==> src/rtl/mem_arb_pkg.sv <==
`default_nettype none
// ---------------------------------------------------------------------------
// mem_arb_pkg : shared types and constants for the memory port arbiter
// Revision    : 1.0
// ---------------------------------------------------------------------------
package mem_arb_pkg;

  localparam int MAX_REQ    = 8;
  localparam int MAX_ID_W   = 3;
  localparam int REQ_IFETCH = 0;
  localparam int REQ_DATA   = 1;

  function automatic int id_width(input int n);
    return (n > 1) ? $clog2(n) : 1;
  endfunction

  typedef struct packed {
    logic                valid;
    logic [MAX_ID_W-1:0] id;
    logic                is_write;
  } rsp_entry_t;

endpackage
`default_nettype wire

==> src/rtl/mem_port_arbiter_rr_arbiter.sv <==
`default_nettype none
// ---------------------------------------------------------------------------
// rr_arbiter : round-robin picker, first valid requester at or after i_ptr
// Revision   : 1.0
// ---------------------------------------------------------------------------
module rr_arbiter
  import mem_arb_pkg::*;
#(
  parameter int NUM_REQ = 2,
  parameter int ID_W    = id_width(NUM_REQ)
) (
  input  logic [NUM_REQ-1:0] i_valid,
  input  logic [ID_W-1:0]    i_ptr,
  output logic [NUM_REQ-1:0] o_grant,
  output logic [ID_W-1:0]    o_winner,
  output logic               o_any
);

  always_comb begin
    o_any    = |i_valid;
    o_winner = '0;
    // Lowest valid index overall covers the wrapped case; a valid index at
    // or above the pointer, found in the second pass, takes precedence.
    for (int j = NUM_REQ - 1; j >= 0; j--) begin
      if (i_valid[j]) o_winner = ID_W'(j);
    end
    for (int j = NUM_REQ - 1; j >= 0; j--) begin
      if (i_valid[j] && (j >= int'(i_ptr))) o_winner = ID_W'(j);
    end
    o_grant = '0;
    for (int j = 0; j < NUM_REQ; j++) begin
      o_grant[j] = o_any && (o_winner == ID_W'(j));
    end
  end

endmodule
`default_nettype wire

==> src/rtl/mem_port_arbiter.sv <==
`default_nettype none
// ---------------------------------------------------------------------------
// mem_port_arbiter : round-robin sharing of one fixed-latency memory port
// Revision         : 1.0
// ---------------------------------------------------------------------------
module mem_port_arbiter
  import mem_arb_pkg::*;
#(
  parameter int NUM_REQ     = 2,
  parameter int ADDR_W      = 32,
  parameter int DATA_W      = 32,
  parameter int MEM_LATENCY = 1
) (
  input  logic                      clk,
  input  logic                      rst,
  input  logic [NUM_REQ-1:0]        i_req_valid,
  output logic [NUM_REQ-1:0]        o_req_ready,
  input  logic [NUM_REQ*ADDR_W-1:0] i_req_address,
  input  logic [NUM_REQ-1:0]        i_req_write,
  input  logic [NUM_REQ*DATA_W-1:0] i_req_wdata,
  output logic [NUM_REQ-1:0]        o_rsp_valid,
  output logic [DATA_W-1:0]         o_rsp_rdata,
  output logic                      o_mem_en,
  output logic                      o_mem_we,
  output logic [ADDR_W-1:0]         o_mem_address,
  output logic [DATA_W-1:0]         o_mem_wdata,
  input  logic [DATA_W-1:0]         i_mem_rdata
);

  localparam int ID_W = id_width(NUM_REQ);

  logic [ID_W-1:0]    r_rr_ptr;
  rsp_entry_t         r_pipe [MEM_LATENCY];
  logic [NUM_REQ-1:0] w_valid;
  logic [NUM_REQ-1:0] w_grant;
  logic [ID_W-1:0]    w_winner;
  logic               w_any;
  rsp_entry_t         w_last;

  // Nothing is granted or issued while reset is held.
  assign w_valid = rst ? '0 : i_req_valid;

  rr_arbiter #(
    .NUM_REQ (NUM_REQ),
    .ID_W    (ID_W)
  ) u_rr_arbiter (
    .i_valid  (w_valid),
    .i_ptr    (r_rr_ptr),
    .o_grant  (w_grant),
    .o_winner (w_winner),
    .o_any    (w_any)
  );

  always_comb begin
    o_req_ready   = w_grant;
    o_mem_en      = w_any;
    o_mem_we      = 1'b0;
    o_mem_address = '0;
    o_mem_wdata   = '0;
    for (int j = 0; j < NUM_REQ; j++) begin
      if (w_grant[j]) begin
        o_mem_we      = i_req_write[j];
        o_mem_address = i_req_address[j*ADDR_W +: ADDR_W];
        o_mem_wdata   = i_req_wdata[j*DATA_W +: DATA_W];
      end
    end
  end

  always_ff @(posedge clk) begin
    if (rst) begin
      r_rr_ptr <= '0;
      for (int i = 0; i < MEM_LATENCY; i++) r_pipe[i] <= '0;
    end else begin
      if (w_any) begin
        r_rr_ptr <= (w_winner == ID_W'(NUM_REQ - 1)) ? '0 : w_winner + 1'b1;
      end
      r_pipe[0] <= '{valid: w_any, id: MAX_ID_W'(w_winner), is_write: o_mem_we};
      for (int i = 1; i < MEM_LATENCY; i++) r_pipe[i] <= r_pipe[i-1];
    end
  end

  assign w_last = r_pipe[MEM_LATENCY-1];

  always_comb begin
    for (int j = 0; j < NUM_REQ; j++) begin
      o_rsp_valid[j] = w_last.valid && (w_last.id == MAX_ID_W'(j));
    end
    o_rsp_rdata = (w_last.valid && !w_last.is_write) ? i_mem_rdata : '0;
  end

endmodule
`default_nettype wire
==> config.mk <==
export PLATFORM = sky130hd
export DESIGN_NAME = mem_port_arbiter
export DESIGN_NICKNAME = d
export VERILOG_FILES = /design/src/rtl/mem_arb_pkg.sv /design/src/rtl/mem_port_arbiter_rr_arbiter.sv /design/src/rtl/mem_port_arbiter.sv
export SDC_FILE = /design/constraint.sdc
export NUM_CORES = 1
export LEC_CHECK = 0
export CAP_MARGIN = 20
export CORE_AREA = 2 2 103 105
export DETAILED_ROUTE_END_ITERATION = 8
export DIE_AREA = 0 0 105 107
export REMOVE_ABC_BUFFERS = 1
export SYNTH_ARGS = -nofsm -noshare
export SYNTH_HDL_FRONTEND = slang
export SYNTH_SLANG_ARGS = --single-unit
==> constraint.sdc <==
create_clock -name clk -period 1.3 [get_ports clk]
set_input_delay 0.26 -clock clk [delete_from_list [all_inputs] [get_ports clk]]
set_output_delay 0.26 -clock clk [all_outputs]
set_load 0.02 [all_outputs]
==> results.json, run 1 <==
{
  "grt_start_max_net_pins": 45,
  "r2r-start": "r_rr_ptr",
  "fin_crit_ps": 1720,
  "cts.sinks": 4,
  "post-synth-top-count-cell": "nor2_1",
  "fin_hold_ws_ps": 447,
  "crit_path_cell_trace": "nand2b_4, buf_12, buf_16, a32oi_1, nor2_1, buf_4",
  "switching_share": 0.373,
  "busiest_layer": "met2",
  "critPathSlowestCell": "dfxtp_4",
  "max_freq_mhz": 580,
  "yosysTopAreaCellShare": 0.427,
  "cts_max_path_buffers": 2,
  "syn2layout_area_growth_pct": 262,
  "ys_warn_count": 0,
  "crit_buf_inv": 3,
  "grt_util_all_layers": 0.165,
  "final_hold_viol_count": 0,
  "arrival_ps": 1460,
  "clk_pin_slew_worst_paths_ps": 30,
  "cp_top_family": "buffers and inverters",
  "leakagePower_uw": 0.00203,
  "fill_cells": 1011,
  "synth_edf_count": 0,
  "pwr-share-clk": 0.108,
  "fin_crit_sh": 1.33,
  "p_sw_uw": 876,
  "nets": 660,
  "rsz0062_at_grt": "yes",
  "syn_area_per_cell_um2": 6.23,
  "setup_violations": 99,
  "n_antenna_cell": 0,
  "pin_count": 268,
  "grt_use_met2": 0.320,
  "power_uw": 2350,
  "tns_ps": -28920,
  "post_drt_wl_per_cell_um": 16.8,
  "ys_types": 13,
  "async_flop_share": 0,
  "drt-pass1-iter-count": 4,
  "p_seq_frac": 0.059,
  "drt_iter0_drc": 122,
  "hold_class": "in -> reg",
  "routed_wl_um": 10500,
  "cellPowerDensity_nw_per_um2": 488,
  "tightest_slew_ps": 231,
  "grt_use_met3": 0.0529,
  "yosysSeqAreaShare": 0.0601,
  "viasPerCell": 4.60,
  "vdd_drop_max_v": 0.000241,
  "drive_gt1_frac": 0.425,
  "failed_checks": "setup timing",
  "gp_congestion": 0.807,
  "cp-startpoint": "r_rr_ptr",
  "clk_latency_ps": 210,
  "crit_fanout": 5,
  "antenna_left": 0,
  "maxSlewHeadroom": 0.846,
  "die_area_um2": 11200,
  "grt_pass1_vias": 2901,
  "crit_required_ps": 1040,
  "fin_ws_ps": -424,
  "met1_usage": 0.180,
  "die_y_um": 107,
  "clock_tree.root_cell": "clkbuf_8",
  "worst_setup_path_end_kind": "output pin",
  "p_int_uw": 1480,
  "fin_skew_ps": 1.57,
  "finish.utilization": 0.477,
  "vias": 2890,
  "slowest_delay_ps": 340,
  "outcome": "finished with violations",
  "synth_area_um2": 1330,
  "fp.dieW_um": 105,
  "drc": 0,
  "comb_power_share": 0.833,
  "antenna_found_initial": 0,
  "std_cell_rows": 37,
  "synth-main-ff-cell": "dfxtp_1",
  "cts_tree": "built",
  "min_from": "rst",
  "htreeDepth": 1,
  "cp-start-kind": "register",
  "synthTopCellsByCount": "nor2_1, a32oi_1, and2_1",
  "netlist_instances": 214,
  "grt_pass1_wl_um": 15200,
  "path_class": "reg -> out",
  "drv_cap": 0,
  "cts_made_buffers": 3,
  "start_util": 0.132,
  "synth_largest_area_cell": "a32oi_1",
  "dp_slack_ps": -1040,
  "synth-seq-cells": 4,
  "core_area_um2": 10100,
  "synth_area_leaders": "a32oi_1, nor2_1, and2_1",
  "dp.final_hpwl_um": 7220,
  "port_buffers": 267,
  "grt_overflow": 0,
  "slew_viol_final": 0
}
==> registers in the layout, summed over array words and instances, names as in the netlist <==
register  flops
r_pipe        3
r_rr_ptr      1
==> worst paths after layout <==
kind	cells past startpoint	end	slack (ps)
worst min register to register	2	r_rr_ptr	550
worst max register to register	7	r_pipe[0][1]	40
worst max-delay path	6	o_mem_address[4]	-420
worst min-delay path	3	r_pipe[0][1]	450
==> cells by family after synthesis <==
logic type,after synthesis,share of synthesized area
AO/OA/AOI/OAI,67,0.441
buffers and inverters,33,0.119
flip-flops,4,0.0601
AND/OR/NAND/NOR,110,0.379
==> layout make-up <==
class | instances | area, um^2 | area share
repair buffers | 308 | 3150 | 0.654
multi-input cells | 177 | 1370 | 0.285
well taps | 136 | 170 | 0.0353
flip-flops and latches | 4 | 85.1 | 0.0177
clock buffers | 3 | 41.3 | 0.00857
==> worst register-to-register path, cell delays in order, from the launching register on <==
cell and delay [ps]:
dfxtp_4 350, nand2b_4 190, buf_12 140, buf_16 130
nand2_4 60, buf_4 130, buf_4 130, nor2_4 80
==> power by group through the flow <==
stage	logic, uW	clock network (uW)	registers, uW
floorplan	546	0	137
global placement	1630	0	138
detailed placement	1640	0	139
CTS	1850	260	140
global route	2060	267	141
finish	1960	254	139
==> metrics by stage <==
stage | area [um^2] | std cells
3_3_place_gp | 4250 | 603
4_1_cts | 4560 | 630
6_report | 4820 | 628
2_1_floorplan | 1170 | 181
3_5_place_dp | 4250 | 603
5_1_grt | 4820 | 628
==> layout by cell type, fill, tap and decap left out <==
master,n
buf_16,6
and2_4,32
clkdlybuf4s50_1,162
buf_12,9
dfxtp_1,2
nor2b_4,1
buf_2,9
dfxtp_4,1
clkbuf_16,2
a211oi_1,1
nor2_1,69
clkbuf_8,3
a32oi_2,20
buf_8,1
clkdlybuf4s15_1,1
buf_4,70
nor2_4,2
dfxtp_2,1
clkbuf_4,1
a32oi_1,45
buf_6,47
and2_1,1
a21boi_4,1
nand2b_4,1
nand2_4,1
nor2b_1,2
nor2_2,1
==> what timing repair did <==
item / 4_1_cts / 5_1_grt
endpoints found under the setup margin: 104 / 103
gates cloned: 10 / 2
buffers inserted: 14 / 2
pin swaps: 49 / 33
gates resized for setup: 555 / 79
hold buffers: 0 / 0
==> metal layers <==
layer	vias to the layer above	routed length, um
met5	-	0
met4	0	46
met3	4	1030
met2	180	5510
met1	1326	3960
li1	1380	-
No activity file was read; power rests on OpenSTA's default activity.
==> run 2: changes to the inputs <==
==> constraint.sdc (replaced) <==
create_clock -name clk -period 1.88 [get_ports clk]
set_input_delay 0.376 -clock clk [delete_from_list [all_inputs] [get_ports clk]]
set_output_delay 0.376 -clock clk [all_outputs]
set_load 0.02 [all_outputs]
==> results.json, run 2 (synthesis gave the netlist of run 1 again) <==
{
  "clk_pin_slew_worst_paths_ps": 30,
  "crit_fanout": 7,
  "grt_overflow": 0,
  "syn2layout_area_growth_pct": 229,
  "cp-start-kind": "register",
  "rsz0062_at_grt": "yes",
  "worst_setup_path_end_kind": "output pin",
  "place_area_um2": 4230,
  "largest_register_ffs": 3,
  "fin_crit_ps": 1880,
  "clk_latency_ps": 210,
  "grt_start_max_net_pins": 45,
  "drt_iter0_drc": 112,
  "regMostFlops": "r_pipe",
  "max_freq_mhz": 532,
  "std_cell_rows": 37,
  "n_antenna_cell": 0,
  "min_from": "rst",
  "cts.sinks": 4,
  "final_hold_viol_count": 0,
  "slew_viol_final": 0,
  "cts_max_path_buffers": 2,
  "core_area_um2": 10100,
  "dp.final_hpwl_um": 7300,
  "path_class": "reg -> out",
  "routed_wl_um": 10300,
  "htreeDepth": 1,
  "cts_tree": "built",
  "tightest_slew_ps": 239,
  "cp-startpoint": "r_rr_ptr",
  "drv_cap": 0,
  "antenna_left": 0,
  "fin_skew_ps": 0.781,
  "fin_hold_ws_ps": 553,
  "maxSlewHeadroom": 0.840,
  "clock_tree.root_cell": "clkbuf_8",
  "multiInputGateArea_um2": 1270,
  "grt_util_all_layers": 0.158,
  "die_area_um2": 11200,
  "drive_gt1_frac": 0.259,
  "viasPerCell": 4.57,
  "seqCellArea_um2": 83.8,
  "vdd_drop_max_v": 0.000176,
  "arrival_ps": 1500,
  "outcome": "finished, final reports clean",
  "nets": 646,
  "cts_made_buffers": 3,
  "leakagePower_uw": 0.00190,
  "fp.dieW_um": 105,
  "vias": 2807,
  "hold_buffers": 0,
  "die_y_um": 107,
  "grt_pass1_wl_um": 14600,
  "finish.utilization": 0.434,
  "grt_pass1_vias": 2846,
  "pin_count": 268,
  "drc": 0,
  "reg2reg_depth": 5,
  "layout_commonest_cell": "clkdlybuf4s50_1",
  "gp_congestion": 0.807,
  "worstHoldPathCells": 3,
  "rrSetupSlack_ps": 640,
  "drt-pass1-iter-count": 4,
  "antenna_found_initial": 0,
  "start_util": 0.132,
  "r2r-start": "r_rr_ptr",
  "setup_violations": 0,
  "fill_cells": 1083,
  "mostFrequentLayoutCells": "clkdlybuf4s50_1, nor2_1, a32oi_1, buf_4, buf_2",
  "final_area_um2": 4380,
  "hold_class": "in -> reg",
  "largestRegisters": "r_pipe x3, r_rr_ptr x1",
  "port_buffers": 267,
  "cellPowerDensity_nw_per_um2": 333,
  "crit_required_ps": 1500,
  "post_drt_wl_per_cell_um": 16.8,
  "fin_crit_sh": 0.999
}
==> run 2: cell count changes in the layout (fill, tap and decap cells not counted), sizes merged <==
cell           delta
dlygate4sd2      +33
clkbuf            +1
buf              -50
clkdlybuf4s50     +2
==> run 2: what timing repair did <==
action / CTS / global route
cloned: 3 / 4
setup buffers: 4 / 0
resized for setup: 330 / 37
setup endpoints to repair: 100 / 56
pin swaps: 22 / 22
==> run 2: per-stage QoR <==
step / TNS, ps / std cells / total power [uW] / setup WS, ps
floorplan: -44710 / 181 / 473 / -719
global placement: -42160 / 601 / 1220 / -682
detailed placement: -45120 / 601 / 1230 / -719
CTS: -65.8 / 611 / 1390 / -29.5
global route: -917 / 614 / 1540 / -52.1
finish: 0 / 614 / 1460 / 1.69
==> run 2: final timing paths <==
kind	end
worst max-delay path	o_mem_wdata[19]
worst min-delay path	r_rr_ptr
worst max register to register	r_pipe[0][0]
worst min register to register	r_rr_ptr
==> run 2: layout make-up <==
class,count,area share
well taps,136,0.0388
flip-flops and latches,4,0.0191
clock buffers,3,0.00942
multi-input cells,177,0.289
repair buffers,294,0.644
==> run 2: worst max-delay path: stages, from the launching register on <==
cell       delay, ps
dfxtp_4          350
nand2b_4         190
buf_12           170
clkbuf_16        160
a32oi_2          190
nor2_1            70
buf_4            160
==> run 2: report_power, final <==
part | switching, uW | total (uW) | internal, uW
clock network | 42.7 | 179 | 136
registers | 3.98 | 95.1 | 91.2
logic | 528 | 1190 | 658
total | 575 | 1460 | 885
==> run 2: layer usage <==
metal | track usage | up-vias | part of all wire
li1 | - | 1339 | -
met1 | 0.178 | 1286 | 0.40
met2 | 0.301 | 172 | 0.50
met3 | 0.0438 | 10 | 0.086
met4 | 0.0267 | 0 | 0.012
met5 | 0 | - | 0
